===== src/rtl/assoc_mem_pkg.sv =====
// +--------------------------------------------------------------------------+
// | Module : assoc_mem_pkg                                                    |
// | Desc   : Shared op/state encodings and index-width helper for assoc_mem. |
// | Rev    : 1.0  initial release                                             |
// +--------------------------------------------------------------------------+
`default_nettype none

package assoc_mem_pkg;

    typedef enum logic [1:0] {
        OP_READ  = 2'b00,
        OP_WRITE = 2'b01,
        OP_INVAL = 2'b10,
        OP_FLUSH = 2'b11
    } op_e;

    typedef enum logic [0:0] {
        ST_IDLE  = 1'b0,
        ST_FLUSH = 1'b1
    } state_e;

    function automatic int idx_w(input int entries);
        return (entries > 1) ? $clog2(entries) : 1;
    endfunction

endpackage

`default_nettype wire


===== src/rtl/assoc_mem_match.sv =====
// +--------------------------------------------------------------------------+
// | Module : assoc_mem_match                                                  |
// | Desc   : Parallel key compare with one-hot encode and lowest-free search.|
// | Rev    : 1.0  initial release                                             |
// +--------------------------------------------------------------------------+
`default_nettype none

module assoc_mem_match
    import assoc_mem_pkg::*;
#(
    parameter int ENTRIES = 8,
    parameter int ADDR_W  = 4,
    parameter int IDX_W   = idx_w(ENTRIES)
) (
    input  logic [ADDR_W-1:0]  keys [ENTRIES],
    input  logic [ENTRIES-1:0] valid,
    input  logic [ADDR_W-1:0]  addr,
    output logic               hit,
    output logic [IDX_W-1:0]   hit_idx,
    output logic               free_found,
    output logic [IDX_W-1:0]   free_idx
);

    logic [ENTRIES-1:0] w_onehot;

    for (genvar gi = 0; gi < ENTRIES; gi++) begin : g_cmp
        assign w_onehot[gi] = valid[gi] && (keys[gi] == addr);
    end

    assign hit = |w_onehot;

    // Keys are unique among valid entries, so OR-ing indices yields the match.
    always_comb begin
        hit_idx = '0;
        for (int i = 0; i < ENTRIES; i++) begin
            if (w_onehot[i]) begin
                hit_idx = hit_idx | IDX_W'(i);
            end
        end
    end

    // Scan high to low so the lowest free index wins.
    always_comb begin
        free_found = 1'b0;
        free_idx   = '0;
        for (int i = ENTRIES - 1; i >= 0; i--) begin
            if (!valid[i]) begin
                free_found = 1'b1;
                free_idx   = IDX_W'(i);
            end
        end
    end

endmodule

`default_nettype wire


===== src/rtl/assoc_mem_ctrl.sv =====
// +--------------------------------------------------------------------------+
// | Module : assoc_mem_ctrl                                                   |
// | Desc   : Fully-associative key/data store with update-in-place,          |
// |          round-robin replacement, invalidate and sequenced flush.        |
// |          Define ASSOC_MEM_STATS_EN to enable READ hit/miss counters.     |
// | Rev    : 1.0  initial release                                             |
// +--------------------------------------------------------------------------+
`default_nettype none

module assoc_mem_ctrl
    import assoc_mem_pkg::*;
#(
    parameter int ENTRIES = 8,
    parameter int ADDR_W  = 4,
    parameter int DATA_W  = 4,
    parameter int CNT_W   = 16
) (
    input  logic              clk,
    input  logic              rst_n,
    input  logic              req_valid,
    output logic              req_ready,
    input  logic [1:0]        req_op,
    input  logic [ADDR_W-1:0] req_addr,
    input  logic [DATA_W-1:0] req_wdata,
    output logic              rsp_valid,
    output logic              rsp_hit,
    output logic              rsp_evict,
    output logic [DATA_W-1:0] rsp_data,
    output logic              full,
    output logic [CNT_W-1:0]  hit_cnt,
    output logic [CNT_W-1:0]  miss_cnt
);

    localparam int IDX_W = idx_w(ENTRIES);

    logic [ADDR_W-1:0]  r_key  [ENTRIES];
    logic [DATA_W-1:0]  r_data [ENTRIES];
    logic [ENTRIES-1:0] r_valid;
    logic [IDX_W-1:0]   r_victim;
    logic [IDX_W-1:0]   r_flush_idx;
    state_e             r_state;

    op_e                w_op;
    logic               w_accept;
    logic               w_hit;
    logic [IDX_W-1:0]   w_hit_idx;
    logic               w_free_found;
    logic [IDX_W-1:0]   w_free_idx;
    logic               w_wr_en;
    logic [IDX_W-1:0]   w_wr_idx;
    logic               w_evict;

    assign w_op      = op_e'(req_op);
    assign req_ready = (r_state == ST_IDLE);
    assign w_accept  = req_valid && req_ready;
    assign full      = &r_valid;

    assoc_mem_match #(
        .ENTRIES (ENTRIES),
        .ADDR_W  (ADDR_W),
        .IDX_W   (IDX_W)
    ) u_match (
        .keys       (r_key),
        .valid      (r_valid),
        .addr       (req_addr),
        .hit        (w_hit),
        .hit_idx    (w_hit_idx),
        .free_found (w_free_found),
        .free_idx   (w_free_idx)
    );

    // WRITE target: matching entry, else lowest free, else round-robin victim.
    always_comb begin
        w_wr_en  = 1'b0;
        w_wr_idx = w_hit_idx;
        w_evict  = 1'b0;
        if (w_accept && (w_op == OP_WRITE)) begin
            w_wr_en = 1'b1;
            if (w_hit) begin
                w_wr_idx = w_hit_idx;
            end else if (w_free_found) begin
                w_wr_idx = w_free_idx;
            end else begin
                w_wr_idx = r_victim;
                w_evict  = 1'b1;
            end
        end
    end

    // Key/data payload is deliberately left out of reset; only valid bits matter.
    always_ff @(posedge clk) begin
        if (w_wr_en) begin
            r_key[w_wr_idx]  <= req_addr;
            r_data[w_wr_idx] <= req_wdata;
        end
    end

    always_ff @(posedge clk or negedge rst_n) begin
        if (!rst_n) begin
            r_state     <= ST_IDLE;
            r_valid     <= '0;
            r_victim    <= '0;
            r_flush_idx <= '0;
            rsp_valid   <= 1'b0;
            rsp_hit     <= 1'b0;
            rsp_evict   <= 1'b0;
            rsp_data    <= '0;
        end else begin
            rsp_valid <= 1'b0;
            rsp_hit   <= 1'b0;
            rsp_evict <= 1'b0;
            rsp_data  <= '0;
            case (r_state)
                ST_IDLE: begin
                    if (w_accept) begin
                        case (w_op)
                            OP_READ: begin
                                rsp_valid <= 1'b1;
                                rsp_hit   <= w_hit;
                                rsp_data  <= w_hit ? r_data[w_hit_idx] : '0;
                            end
                            OP_WRITE: begin
                                rsp_valid         <= 1'b1;
                                rsp_hit           <= w_hit;
                                rsp_evict         <= w_evict;
                                r_valid[w_wr_idx] <= 1'b1;
                                if (w_evict) begin
                                    r_victim <= r_victim + 1'b1;
                                end
                            end
                            OP_INVAL: begin
                                rsp_valid <= 1'b1;
                                rsp_hit   <= w_hit;
                                if (w_hit) begin
                                    r_valid[w_hit_idx] <= 1'b0;
                                end
                            end
                            OP_FLUSH: begin
                                r_state     <= ST_FLUSH;
                                r_flush_idx <= '0;
                            end
                            default: ;
                        endcase
                    end
                end
                ST_FLUSH: begin
                    r_valid[r_flush_idx] <= 1'b0;
                    if (r_flush_idx == IDX_W'(ENTRIES - 1)) begin
                        r_state     <= ST_IDLE;
                        r_flush_idx <= '0;
                        r_victim    <= '0;
                        rsp_valid   <= 1'b1;
                    end else begin
                        r_flush_idx <= r_flush_idx + 1'b1;
                    end
                end
                default: r_state <= ST_IDLE;
            endcase
        end
    end

`ifdef ASSOC_MEM_STATS_EN
    logic [CNT_W-1:0] r_hit_cnt;
    logic [CNT_W-1:0] r_miss_cnt;

    // Saturating counters; FLUSH leaves them untouched.
    always_ff @(posedge clk or negedge rst_n) begin
        if (!rst_n) begin
            r_hit_cnt  <= '0;
            r_miss_cnt <= '0;
        end else if (w_accept && (w_op == OP_READ)) begin
            if (w_hit) begin
                if (!(&r_hit_cnt)) r_hit_cnt <= r_hit_cnt + 1'b1;
            end else begin
                if (!(&r_miss_cnt)) r_miss_cnt <= r_miss_cnt + 1'b1;
            end
        end
    end

    assign hit_cnt  = r_hit_cnt;
    assign miss_cnt = r_miss_cnt;
`else
    assign hit_cnt  = '0;
    assign miss_cnt = '0;
`endif

endmodule

`default_nettype wire


===== config.mk =====
export PLATFORM = sky130hd
export DESIGN_NAME = assoc_mem_ctrl
export DESIGN_NICKNAME = d
export VERILOG_FILES = /design/src/rtl/assoc_mem_pkg.sv /design/src/rtl/assoc_mem_match.sv /design/src/rtl/assoc_mem_ctrl.sv
export SDC_FILE = /design/constraint.sdc
export NUM_CORES = 1
export LEC_CHECK = 0
export BUFFER_PORTS_ARGS = -buffer_cell sky130_fd_sc_hd__buf_2
export CORE_MARGIN = 2
export CORE_UTILIZATION = 50
export DETAILED_ROUTE_END_ITERATION = 7
export GPL_TIMING_DRIVEN = 0
export PLACE_DENSITY = 0.78
export SYNTH_ARGS = -nofsm -noshare
export SYNTH_HDL_FRONTEND = slang
export SYNTH_SLANG_ARGS = --single-unit

===== constraint.sdc =====
create_clock -name clk -period 3.9 [get_ports clk]
set_input_delay 0.195 -clock clk [delete_from_list [all_inputs] [get_ports clk]]
set_output_delay 0.195 -clock clk [all_outputs]
set_load 0.02 [all_outputs]

==> out/qor.yml <==
setup_path:
  worstReg2RegStart: "r_key[19]$_DFFE_PP_"
  critical_path_buf_inv_count: 1
  reg2reg_to: "r_key[13]$_DFFE_PP_"
  arrival_ns: 3.07
  crit_end: "r_key[13]$_DFFE_PP_"
  path_depth: 9
  cp-start-kind: "flip-flop"
  rr_worst_depth: 9
  crit_chain: "xnor2_1, nand3_1, nor3_2, or3_1, nor4bb_1, buf_4, and2_4, a31oi_2, nor3_2"
  rrSetupSlack_ns: 0.83
  slowest_delay_ns: 0.76
  crit_start: "r_key[19]$_DFFE_PP_"
  cp_max_fo: 10
  slowest_stage: "nor3_2"
  cp.required_ns: 3.89
  critPathCaptureType: "flip-flop"
  cp_common_cell: "nor3_2"
  critPathTopFamily: "simple AND/OR/NAND/NOR gates"
  critical_path_class: "flip-flop to flip-flop"
pwr:
  fin_total_pwr_w: 0.00215
  vdd_drop_max_v: 0.000255
  p_leak_nw: 1.89
  power_density_nw_per_um2: 446
drt:
  routed_via_density: 5.38
  drc: 0
  first_pass_iters: 6
  drt-met1-wl_um: 3650
  wl_per_cell_um: 16.8
  wl_met3_um: 708
  routed_wl_um: 8610
  met2WireLength_um: 3910
  vias: 2760
  ant_nets: 0
  dr.max_layer_used: "met4"
  drt_iter0_markers: 242
die:
  fp.dieH_um: 95.8
  num_rows: 33
  ios: 54
  die_w_um: 95.8
  dieArea_sq_um: 9170
  coreArea_sq_um: 8180
  start_util_pct: 51.5
yosys:
  syn_inst: 338
  synth-seq-cells: 86
  seq_area_frac_synth_pct: 58.7
  synth_cell_type_count: 50
  yosys_warnings: 0
  synthesis.area_sq_um: 4210
  synth_edf_count: 64
  synth_flop_cell: "edfxtp_1"
  async_reset_ff_share_pct: 25.6
  synth_area_per_cell_sq_um: 12.5
sta:
  setup_violations: 0
  clock.fmax_mhz: 325
  rsz0062_at_grt: "false"
  fin_crit_ns: 3.07
  period_share_pct: 78.8
  worst_pin_slew_ns: 0.958
  hold_viol: 0
  fin_tns_setup_ns: 0
  finalClockSkew_ns: 0.00935
  relSlewSlack_pct: 35.9
  drv_slew: 0
finish:
  n_antenna_cell: 0
  drive_gt1_share_pct: 22.8
  nNetsFinal: 419
  post-route-util_pct: 59.0
  syn2layout_area_growth_pct: 14.6
placed_design:
  portBuffers: 21
  dp_hpwl_um: 5840
  gp_congestion: 0.900
global_routing:
  grt_pass1_wl_um: 13400
  grt_remaining_overflow: 0
  track_usage_pct: 20.4
  grt_max_degree: 23
  antenna_found_initial: 0
  grt_pass1_vias: 2636
cts:
  cts_tree: "yes"
  htree_levels: 3
  clk_latency_ns: 0.37
  cts_made_buffers: 9
  post_cts_buffers: 0
  clock_sinks: 86
  cts_root_buffer: "clkbuf_8"
  clk_pin_slew_ns: 0.09
  cts_buffer_depth: 2
run_status:
  outcome: "completed"
run:
  drv_cap: 0
min_path:
  hold_path_class: "primary input to flip-flop"
[kinds of logic after synthesis]
group                      after synthesis  share of synthesized area (%)
adders and majority gates                3                          0.892
AOI/OAI and AO/OA                       53                           9.33
xor gates and xnor gates                33                           6.87
buffers and inverters                   54                           8.47
and+or+nand+nor                        102                           14.2
muxes                                    6                           1.43
other                                    1                         0.0891
DFF                                     86                           58.7
[cells in the mapped netlist, types with 7 or more instances]
cell | number | area (sq um)
dfrtp_1 | 22 | 551
o21ai_0 | 12 | 60.1
edfxtp_1 | 64 | 1920
clkbuf_1 | 7 | 26.3
nand3_1 | 9 | 45.0
nand2_1 | 27 | 101
xor2_1 | 19 | 166
buf_4 | 34 | 255
nor2_1 | 10 | 37.5
nand2b_1 | 11 | 68.8
xnor2_1 | 14 | 123
nor3_1 | 9 | 45.0
inv_1 | 7 | 26.3
[per-layer routing]
metal	up-vias	global-route usage, %
li1	1312	-
met1	1290	26.5
met2	128	32.1
met3	30	4.62
met4	0	11.2
met5	-	0
[layout make-up]
class                      count  area [sq um]
clock buffer                  10           138
inverter                       7          26.3
sequential                    86          2470
tap                          105           131
fill                         652          3350
clock inverter                 6          91.3
buffer                        47           330
timing repair buffer          23           123
multi-input combinational    229          1510
[per-stage QoR]
stage               cell area, sq um  worst slack (ns)  instances  hold slack (ns)
global route                    4820             0.609        513           0.0950
detailed placement              4580             0.255        495            0.199
floorplan                       4330              1.15        369           -0.101
CTS                             4820             0.427        512           0.0936
finish                          4820             0.825        513           0.0919
global placement                4560             0.209        495            0.190
[worst min-delay path by stage]
stage,endpoint,slack (ns),from,depth (start not counted)
finish,r_data[1][3]$_DFFE_PP_,0.09,req_wdata[3],1
detailed placement,r_flush_idx[0]$_DFFE_PN0P_,0.20,rst_n,1
CTS,r_data[1][0]$_DFFE_PP_,0.09,req_wdata[0],1
global route,r_data[1][3]$_DFFE_PP_,0.1,req_wdata[3],1
floorplan,r_flush_idx[0]$_DFFE_PN0P_,-0.10,rst_n,0
global placement,r_flush_idx[2]$_DFFE_PN0P_,0.19,rst_n,1
[sequential cells by signal (all words and copies together), names as in the netlist]
register and flops:
r_state 1, rsp_hit 1, r_flush_idx 3, r_key 32, rsp_data 4, r_victim 3, r_valid 8, rsp_evict 1
rsp_valid 1, r_data 32
[power by group]
part           switching, W  internal [W]
Combinational      0.000252      0.000152
Clock              0.000329      0.000383
Sequential        0.0000189       0.00102
Total              0.000600       0.00155
[placed cells by master (no fill, tap or decap), types with 9 or more instances in the layout]
cell and instances:
buf_2 24, buf_4 35, clkbuf_8 10, conb_1 32
dfrtp_1 22, edfxtp_1 64, nand2_1 27, nand2b_1 11
nand3_1 9, nor2_1 10, o21ai_0 12, xnor2_1 14
xor2_1 19
[what timing repair did]
item	4_1_cts	5_1_grt
resized for setup	0	0
hold endpoints to repair	22	0
hold buffers	1	0
[worst reg2reg max path: stages (launching register included)]
cell and delay [ns]:
edfxtp_1 0.39, xnor2_1 0.14, nand3_1 0.13, nor3_2 0.07
or3_1 0.41, nor4bb_1 0.28, buf_4 0.23, and2_4 0.17
a31oi_2 0.12, nor3_2 0.76
Note: power is estimated with default switching activity, not from simulation.
